<file path="src/rtl/afe_config_sequencer.sv">
// Command-ROM driven configuration sequencer for an AFE serial port:
// fetches opcodes, shifts 20-bit words out MSB first, and times waits/AFE resets.
module afe_config_sequencer #(
  parameter int CLK_DIV = 4
) (
  input  logic        clk,
  input  logic        reset_n,
  input  logic        start,
  output logic [7:0]  rom_address,
  input  logic [3:0]  rom_command,
  input  logic [19:0] rom_data,
  output logic        afe_sclk,
  output logic        afe_sen_n,
  output logic        afe_sdata,
  output logic        afe_reset_n,
  output logic        busy,
  output logic        done,
  output logic        error
);

  localparam logic [7:0] DIV_LAST = 8'(CLK_DIV - 1);

  typedef enum logic [3:0] {
    S_IDLE,
    S_FETCH,
    S_DECODE,
    S_SHIFT,
    S_GAP,
    S_WAIT,
    S_ARST,
    S_DONE,
    S_ERROR
  } state_t;

  state_t      state_q, state_d;
  logic [7:0]  pc_q, pc_d;
  logic [19:0] shreg_q, shreg_d;
  logic [19:0] cnt_q, cnt_d;
  logic [7:0]  div_cnt_q, div_cnt_d;
  logic [4:0]  bit_cnt_q, bit_cnt_d;
  logic        sclk_q, sclk_d;
  logic        sen_n_q, sen_n_d;
  logic        sdata_q, sdata_d;
  logic        arst_n_q, arst_n_d;
  logic        busy_q, busy_d;
  logic        done_q, done_d;
  logic        error_q, error_d;
  logic        advance;

  always_comb begin
    state_d   = state_q;
    pc_d      = pc_q;
    shreg_d   = shreg_q;
    cnt_d     = cnt_q;
    div_cnt_d = div_cnt_q;
    bit_cnt_d = bit_cnt_q;
    sclk_d    = sclk_q;
    sdata_d   = sdata_q;
    advance   = 1'b0;

    case (state_q)
      S_IDLE, S_DONE, S_ERROR: begin
        if (start) begin
          pc_d    = 8'd0;
          state_d = S_FETCH;
        end
      end
      S_FETCH: state_d = S_DECODE;
      S_DECODE: begin
        case (rom_command)
          4'h0: advance = 1'b1;
          4'h1: begin
            shreg_d   = rom_data;
            sdata_d   = rom_data[19];
            sclk_d    = 1'b0;
            div_cnt_d = 8'd0;
            bit_cnt_d = 5'd0;
            state_d   = S_SHIFT;
          end
          4'h2: begin
            cnt_d   = rom_data;
            state_d = S_WAIT;
          end
          4'h3: begin
            cnt_d   = rom_data;
            state_d = S_ARST;
          end
          4'hF:    state_d = S_DONE;
          default: state_d = S_ERROR;
        endcase
      end
      S_SHIFT: begin
        if (div_cnt_q == DIV_LAST) begin
          div_cnt_d = 8'd0;
          if (!sclk_q) begin
            sclk_d = 1'b1;
          end else if (bit_cnt_q == 5'd19) begin
            state_d = S_GAP;
          end else begin
            // Next bit is presented on the falling edge, stable for the whole high phase.
            sclk_d    = 1'b0;
            bit_cnt_d = bit_cnt_q + 5'd1;
            shreg_d   = {shreg_q[18:0], 1'b0};
            sdata_d   = shreg_q[18];
          end
        end else begin
          div_cnt_d = div_cnt_q + 8'd1;
        end
      end
      S_GAP: begin
        if (div_cnt_q == DIV_LAST) begin
          div_cnt_d = 8'd0;
          advance   = 1'b1;
        end else begin
          div_cnt_d = div_cnt_q + 8'd1;
        end
      end
      S_WAIT, S_ARST: begin
        // An operand of 0 or 1 both spend a single cycle here.
        if (cnt_q <= 20'd1) begin
          cnt_d   = 20'd0;
          advance = 1'b1;
        end else begin
          cnt_d = cnt_q - 20'd1;
        end
      end
      default: state_d = S_IDLE;
    endcase

    if (advance) begin
      if (pc_q == 8'hFF) begin
        state_d = S_ERROR;
      end else begin
        pc_d    = pc_q + 8'd1;
        state_d = S_FETCH;
      end
    end

    // AFE pins are only ever non-idle while shifting or holding the AFE in reset.
    sen_n_d  = (state_d != S_SHIFT);
    arst_n_d = (state_d != S_ARST);
    if (state_d != S_SHIFT) begin
      sclk_d  = 1'b0;
      sdata_d = 1'b0;
    end
    busy_d  = (state_d != S_IDLE) && (state_d != S_DONE) && (state_d != S_ERROR);
    done_d  = (state_d == S_DONE);
    error_d = (state_d == S_ERROR);
  end

  always_ff @(posedge clk) begin
    if (!reset_n) begin
      state_q   <= S_IDLE;
      pc_q      <= 8'd0;
      shreg_q   <= 20'd0;
      cnt_q     <= 20'd0;
      div_cnt_q <= 8'd0;
      bit_cnt_q <= 5'd0;
      sclk_q    <= 1'b0;
      sen_n_q   <= 1'b1;
      sdata_q   <= 1'b0;
      arst_n_q  <= 1'b1;
      busy_q    <= 1'b0;
      done_q    <= 1'b0;
      error_q   <= 1'b0;
    end else begin
      state_q   <= state_d;
      pc_q      <= pc_d;
      shreg_q   <= shreg_d;
      cnt_q     <= cnt_d;
      div_cnt_q <= div_cnt_d;
      bit_cnt_q <= bit_cnt_d;
      sclk_q    <= sclk_d;
      sen_n_q   <= sen_n_d;
      sdata_q   <= sdata_d;
      arst_n_q  <= arst_n_d;
      busy_q    <= busy_d;
      done_q    <= done_d;
      error_q   <= error_d;
    end
  end

  assign rom_address = pc_q;
  assign afe_sclk    = sclk_q;
  assign afe_sen_n   = sen_n_q;
  assign afe_sdata   = sdata_q;
  assign afe_reset_n = arst_n_q;
  assign busy        = busy_q;
  assign done        = done_q;
  assign error       = error_q;

endmodule
</file>
<file path="config.mk">
export PLATFORM = sky130hd
export DESIGN_NAME = afe_config_sequencer
export DESIGN_NICKNAME = d
export VERILOG_FILES = /design/src/rtl/afe_config_sequencer.sv
export SDC_FILE = /design/constraint.sdc
export NUM_CORES = 1
export LEC_CHECK = 0
export CAP_MARGIN = 15
export CORE_ASPECT_RATIO = 1.2
export CORE_MARGIN = 3
export CORE_UTILIZATION = 56
export DETAILED_ROUTE_END_ITERATION = 8
export PLACE_DENSITY_LB_ADDON = 0.08
export SETUP_SLACK_MARGIN = 0.5
export SYNTH_ARGS = -nofsm -noshare
export SYNTH_HDL_FRONTEND = slang
export SYNTH_SLANG_ARGS = --single-unit
</file>
<file path="constraint.sdc">
create_clock -name clk -period 2.6 [get_ports clk]
set_input_delay 0.52 -clock clk [delete_from_list [all_inputs] [get_ports clk]]
set_output_delay 0.52 -clock clk [all_outputs]
set_load 0.05 [all_outputs]
</file>
==> run_results.csv <==
group,metric,value,unit
run_status,run_status,"finished, final reports clean",
sta,fmax,456,MHz
synthesis,yosys.area.top_type,"dfxtp_1",
layout,area_delta_synth_final,33.6,%
route,firstDrtPassIters,6,
setup_path,critPathMaxStageDelay,0.55,ns
layout,layout-drive-gt1-share,19.9,%
synthesis,synthDistinctLibCells,56,
sta,drv_slew,0,
synthesis,synthFlopType,"dfxtp_1",
power_and_ir_drop,p_leak,1.96,nW
route,drtAntennaViolNets,0,
floorplanning,start_util,58.1,%
global_route,grt_pass1_wl,16100,um
sta,final-hold-violation-count,0,
cts,clk_latency,0.36,ns
setup_path,reg2reg_depth,7,
synthesis,yosys-top-cells-area,"dfxtp_1 (38%), a211oi_1 (5.2%), nor2_1 (5.2%)",
layout,multi_input_area,0.00250,mm2
hold_path,hold_path_class,"reg2reg",
route,routed_wl,10400,um
synthesis,synth-seq-area-share,38.0,%
sta,grt_setup_unrepaired,"true",
synthesis,yosys_warnings,0,
floorplanning,die_h,95.6,um
layout,antennaDiodeCount,0,
setup_path,end_kind,"register",
sta,final-setup-viol-count,0,
layout,stdcell_area,0.00500,mm2
layout,nNetsFinal,550,
sta,tns,0,ns
cts,cts_buffers,9,
placement,routabilityCongestion,0.916,
sta,tightest_slew,0.672,ns
sta,hold_ws,0.461,ns
synthesis,syn_area_per_cell,8.15,um2
sta,slew-limit-headroom,55.0,%
power_and_ir_drop,vdd_drop_max,0.393,mV
synthesis,syn-instance-count,459,
layout,seqCellArea,0.00143,mm2
setup_path,crit_path_cell_trace,"or3_4 -> or4b_4 -> nor3_4 -> buf_12 -> o21ai_4 -> or3_1 -> a31oi_1",
setup_path,rrSetupSlack,0.41,ns
placement,placed_area,0.00436,mm2
power_and_ir_drop,p_per_area,556,mW/mm2
cts,cts.sinks,71,
global_route,grt_max_degree,51,
route,wl_per_cell,17.2,um
synthesis,synthArstFlopShare,0,%
sta,fin_crit_sh,84.3,%
sta,skew,0.0133,ns
placement,portBuffers,41,
floorplanning,ioPinCount,42,
setup_path,startpoint_type,"register",
cts,cts_max_path_buffers,2,
synthesis,synth_common_cells,"dfxtp_1 (71), nor2_1 (52), nand2_1 (37)",
route,viasPerCell,6.35,
setup_path,reg2reg_from,"cnt_q[5]",
global_route,antenna_found_initial,0,
cts,ctsHtreeMaxLevel,3,
setup_path,cp_max_fo,5,
placement,dp_hpwl,6590,um
floorplanning,dieArea,0.00770,mm2
layout,final_core_util,77.5,%
setup_path,arrival,2.47,ns
synthesis,yosysMostFrequentCell,"dfxtp_1",
floorplanning,core,0.00645,mm2
setup_path,timing.rr.end,"rom_address[5]",
global_route,gr-total-overflow,0,
setup_path,cp.required,2.88,ns
synthesis,synth_edf_count,0,
cts,cts_tree,"built",
route,vias,3858,
hold_path,hp-start,"shreg_q[0]",
floorplanning,num_rows,32,
sta,period_minus_slack,2.19,ns
cts,hold_buffers,0,
flow_run,cap_violations,0,
global_route,grtUsageTotal,26.8,%
layout,fillCellCount,475,
global_route,grt_pass1_vias,3313,
synthesis,ys_ff_latch,71,
synthesis,netlist.area_leader.share,38.0,%
hold_path,hold_end,"shreg_q[0]",
synthesis,syn-cell-area,0.00374,mm2
synthesis,synth_fp_nets,491,
cts,cts.reportedPaths.clkPinSlew,0.07,ns
setup_path,worst_path_max_delay_cell,"or4b_4",
setup_path,critical_path_class,"reg2reg",
route,route.detailed.drc,0,
hold_path,holdPathStages,2,
floorplanning,fp.dieW,80.6,um
cts,cts_root_buf,"clkbuf_8",
route,drt_iter0_drc,364,
[cells by family (layout without fill, tap and decap cells)]
logic type,Yosys count,count (layout),share of synthesized area (%)
compound gates,131,131,23.0
xor+xnor,14,14,3.28
fa+ha+maj,5,5,1.67
buf+inv,32,96,3.44
flops,71,71,38.0
mux,19,19,5.08
simple gates,187,187,25.5
[routing by layer]
layer	share of wire (%)	routed length [um]	global-route usage, %	vias up
met5	0	0	0	-
met4	2.3	245	9.72	0
met3	6.4	667	5.95	23
met2	47	4860	40.6	163
met1	45	4660	37.2	1836
li1	-	-	-	1836
[what timing repair did]
action | in CTS | in global routing
pin swaps | 6 | 18
hold endpoints to repair | 0 | 0
gates resized for setup | 29 | 48
endpoints found under the setup margin | 69 | 71
buffers inserted | 6 | 4
[sequential cells by signal, indices dropped and copies added (netlist names)]
register	flops
cnt_q	20
shreg_q	19
div_cnt_q	8
rom_address	8
bit_cnt_q	5
state_q	4
afe_reset_n	1
afe_sclk	1
afe_sdata	1
afe_sen_n	1
busy	1
done	1
error	1
[metrics by stage]
step	instances	worst slack (ns)	power (W)
detailed placement	582	0.0690	0.00161
floorplan	459	0.453	0.00146
CTS	604	0.389	0.00274
global placement	582	0.160	0.00161
finish	608	0.408	0.00278
global route	608	0.328	0.00288
[worst max-delay path by stage]
| stage | end | slack (ns) | from |
|---|---|---|---|
| after floorplan | cnt_q[2] | 0.45 | cnt_q[5] |
| after global routing | rom_address[5] | 0.33 | cnt_q[5] |
| after CTS | done | 0.39 | cnt_q[6] |
| after global placement | bit_cnt_q[1] | 0.16 | rom_command[3] |
| after detailed placement | busy | 0.07 | rom_command[3] |
| final | rom_address[5] | 0.41 | cnt_q[5] |
[power by group]
part           switching (W)  total [W]  internal (W)
registers          0.0000303    0.00115       0.00112
clock network       0.000446    0.00109      0.000640
logic               0.000314   0.000549      0.000235
total               0.000790    0.00278       0.00199
[cell usage in the layout (no fill, tap or decap), types with 3 or more instances in the layout]
cell type / instances
a21oi_2: 4
nand4_1: 8
nor2_1: 50
xor2_1: 9
nand2b_1: 3
nor3_1: 11
nor3b_1: 3
and2_1: 5
a21oi_1: 28
or3_1: 3
mux2i_1: 19
dlygate4sd2_1: 6
o21ai_1: 3
buf_6: 3
nand2_1: 35
and3_1: 12
dfxtp_2: 6
bufinv_16: 3
nor4b_4: 3
o21ai_0: 23
dlymetal6s2s_1: 6
o211ai_1: 3
o31ai_1: 5
nand3_1: 18
nor3_2: 5
nor4_1: 4
a211oi_1: 24
inv_1: 7
clkbuf_8: 9
clkdlybuf4s50_1: 29
buf_4: 26
nand3_2: 3
a22oi_1: 3
a31oi_1: 8
dfxtp_1: 65
xnor2_1: 5
ha_2: 3
[layout make-up]
type	instances	share of cell area (%)
multi-input cells	356	50.1
flip-flops and latches	71	28.6
repair buffers	72	13.7
clock buffers	9	2.48
clock inverters	7	2.40
well taps	85	2.13
inverters	8	0.601
[worst max-delay path, delay by kind of cell (launching register included)]
kind	cells	cell delay, ns
AND/OR/NAND/NOR	4	1.42
flip-flops	1	0.32
AO/OA/AOI/OAI	2	0.21
buffers and inverters	1	0.15
Note: power is estimated with default switching activity, not from simulation.
==> RTL edit (same flow settings) <==
Add an input register stage for `start`, `rom_command` and `rom_data`; this delays them by one clock.
--- a/src/rtl/afe_config_sequencer.sv
+++ b/src/rtl/afe_config_sequencer.sv
@@ -33,4 +33,14 @@
   } state_t;
 
+  logic start_q;
+  logic [3:0] rom_command_q;
+  logic [19:0] rom_data_q;
+
+  always_ff @(posedge clk) begin
+    start_q       <= start;
+    rom_command_q <= rom_command;
+    rom_data_q    <= rom_data;
+  end
+
   state_t      state_q, state_d;
   logic [7:0]  pc_q, pc_d;
@@ -61,5 +71,5 @@
     case (state_q)
       S_IDLE, S_DONE, S_ERROR: begin
-        if (start) begin
+        if (start_q) begin
           pc_d    = 8'd0;
           state_d = S_FETCH;
@@ -68,9 +78,9 @@
       S_FETCH: state_d = S_DECODE;
       S_DECODE: begin
-        case (rom_command)
+        case (rom_command_q)
           4'h0: advance = 1'b1;
           4'h1: begin
-            shreg_d   = rom_data;
-            sdata_d   = rom_data[19];
+            shreg_d   = rom_data_q;
+            sdata_d   = rom_data_q[19];
             sclk_d    = 1'b0;
             div_cnt_d = 8'd0;
@@ -79,9 +89,9 @@
           end
           4'h2: begin
-            cnt_d   = rom_data;
+            cnt_d   = rom_data_q;
             state_d = S_WAIT;
           end
           4'h3: begin
-            cnt_d   = rom_data;
+            cnt_d   = rom_data_q;
             state_d = S_ARST;
           end
Behaviour: not the same (Yosys sat finds a counterexample within 4 cycles, from zero or initial values and one cycle with reset_n low).
==> RTL edit against the unedited design <==
Sequential power rose by 34%; critical endpoint is now rom_address[0]; combinational power fell by 50%; sequential cell count rose by 25; synthesized area rose by 16%; routed wire length rose by 1.7%; setup slack improved by 0.018 ns; global-route usage fell by 2.6 points; synthesized cell count rose by 7.2%; critical path depth did not move; design area rose by 11%; non-clock buffer count rose by 9; total power rose by 1.4%; die area rose by 15%.
==> RTL edit: results (changes against the unedited design) <==
Reg2Reg Capture Point=rom_address[0]; top flop regs=cnt_q x20, rom_data_q x20, shreg_q x19; R2R Setup Slk=0.43 ns (+0.02 ns); Crit Path Max Fanout=6 (+1); gr usage total=24.2% (-2.6 points); HPWL Detailed=7150 um (+8.6%); final WL=10,600 um (+1.7%); HP Start=cnt_q[14]; Hold Path Depth=2 (unchanged); Yosys cell types=63 (+13%); drt initial violations=184 (-49%); largest cells by area after synthesis=dfxtp_1 (44%), nor2_1 (5.7%), mux2i_1 (4.4%), o21ai_0 (4.4%), nand2_1 (3.4%); Setup WS pre-CTS=0.260 ns (+0.191 ns); first-pass GRT wire length=17,100 um (+6.2%); largest net degree at the start of global routing=29 (-43%); GP Congestion=0.885 (-3.3%); Mapped Nets=524 (+6.7%); Arrival @ worst endpoint=2.49 ns (+0.02 ns); clock transition at the registers of the reported paths=0.10 ns (+0.03 ns); leak pwr=0.00206 uW (+5.0%); critical path's largest stage delay=0.50 ns (-0.05 ns); skew final=0.0117 ns (-0.00160 ns); Post-synth top cells=dfxtp_1 (96), nor2_1 (66), nand2_1 (39); Hold Crit Endpoint=cnt_q[14]; share of cells above drive strength 1=19.6% (-0.24 points); via count=3,952 (+2.4%); Slew @ Worst Pin=0.552 ns (-0.120 ns); Detailed Routing Iterations Pass 1=5 (-1); Reg-to-Reg Start=cnt_q[9]; number of global-route vias before repair=3,660 (+10%); IR drop worst, VDD=0.361 mV (-8.1%); CP max stage cell=or4_4; status=finished, final reports clean; sequential cell area fraction in the yosys report=44.2% (+6.2 points)
-- RTL edit: worst max path at each step --
stage	from	to	slack (ns)	depth (start not counted)
2_1_floorplan	div_cnt_q[1]	rom_address[2]	0.48	7
5_1_grt	div_cnt_q[0]	rom_address[0]	0.37	9
4_1_cts	div_cnt_q[1]	rom_address[2]	0.35	8
6_report	cnt_q[9]	rom_address[0]	0.43	7
3_5_place_dp	state_q[2]	rom_address[2]	0.26	6
3_3_place_gp	state_q[1]	shreg_q[10]	0.35	6
-- RTL edit: report_power, final --
part	internal (uW)	total (uW)	leakage (uW)	switching, uW
Sequential	1500	1540	0.000788	37.4
Clock	453	1000	0.0000966	549
Combinational	134	277	0.00117	143
-- RTL edit: timing repair --
action | 4_1_cts | 5_1_grt
cloned | 0 | 0
endpoints found under the hold margin | 0 | 0
hold buffers | 0 | 0
buffers inserted | 11 | 13
pin swaps | 15 | 11
gates resized for setup | 28 | 30
endpoints found under the setup margin | 65 | 61
-- RTL edit: final cells by class --
type	count	area (um^2)
clock buffer	9	124
clock inverter	7	76.3
fill	544	1870
inverter	6	22.5
multi-input combinational	366	2530
sequential	96	1940
tap	90	113
timing repair buffer	81	724
-- RTL edit: stage by stage --
step                      area (um^2)  total power [uW]  cells  hold slack, ns
after detailed placement         4950              1820    615           0.478
after global placement           4950              1810    615           0.462
after CTS                        5310              2820    642           0.496
after floorplan                  4380              1720    492           0.443
after global routing             5530              2940    655           0.528
final                            5530              2820    655           0.497
-- RTL edit: kinds of logic (layout without fill, tap and decap cells) --
group | after synthesis | after routing | synth area share, %
simple gates | 201 | 201 | 24.4
compound gates | 131 | 131 | 20.7
flops | 96 | 96 | 44.2
buf+inv | 30 | 103 | 2.71
mux | 21 | 21 | 4.89
xor+xnor | 8 | 8 | 1.61
fa+ha+maj | 5 | 5 | 1.44
-- RTL edit: layer usage --
metal / up-vias / wire length (um) / GRT usage [%]
li1: 1948 / - / -
met1: 1884 / 4370 / 29.3
met2: 98 / 5580 / 42.4
met3: 22 / 414 / 4.08
met4: 0 / 245 / 10.2
met5: - / 0 / 0
-- RTL edit: worst register-to-register path, stage by stage (launching register included) --
cell and delay (ns):
dfxtp_2 0.37, nor4_4 0.38, nand4_4 0.18, or4_4 0.50, a21oi_4 0.19, buf_6 0.14, mux2_4 0.29, nor2_1 0.08
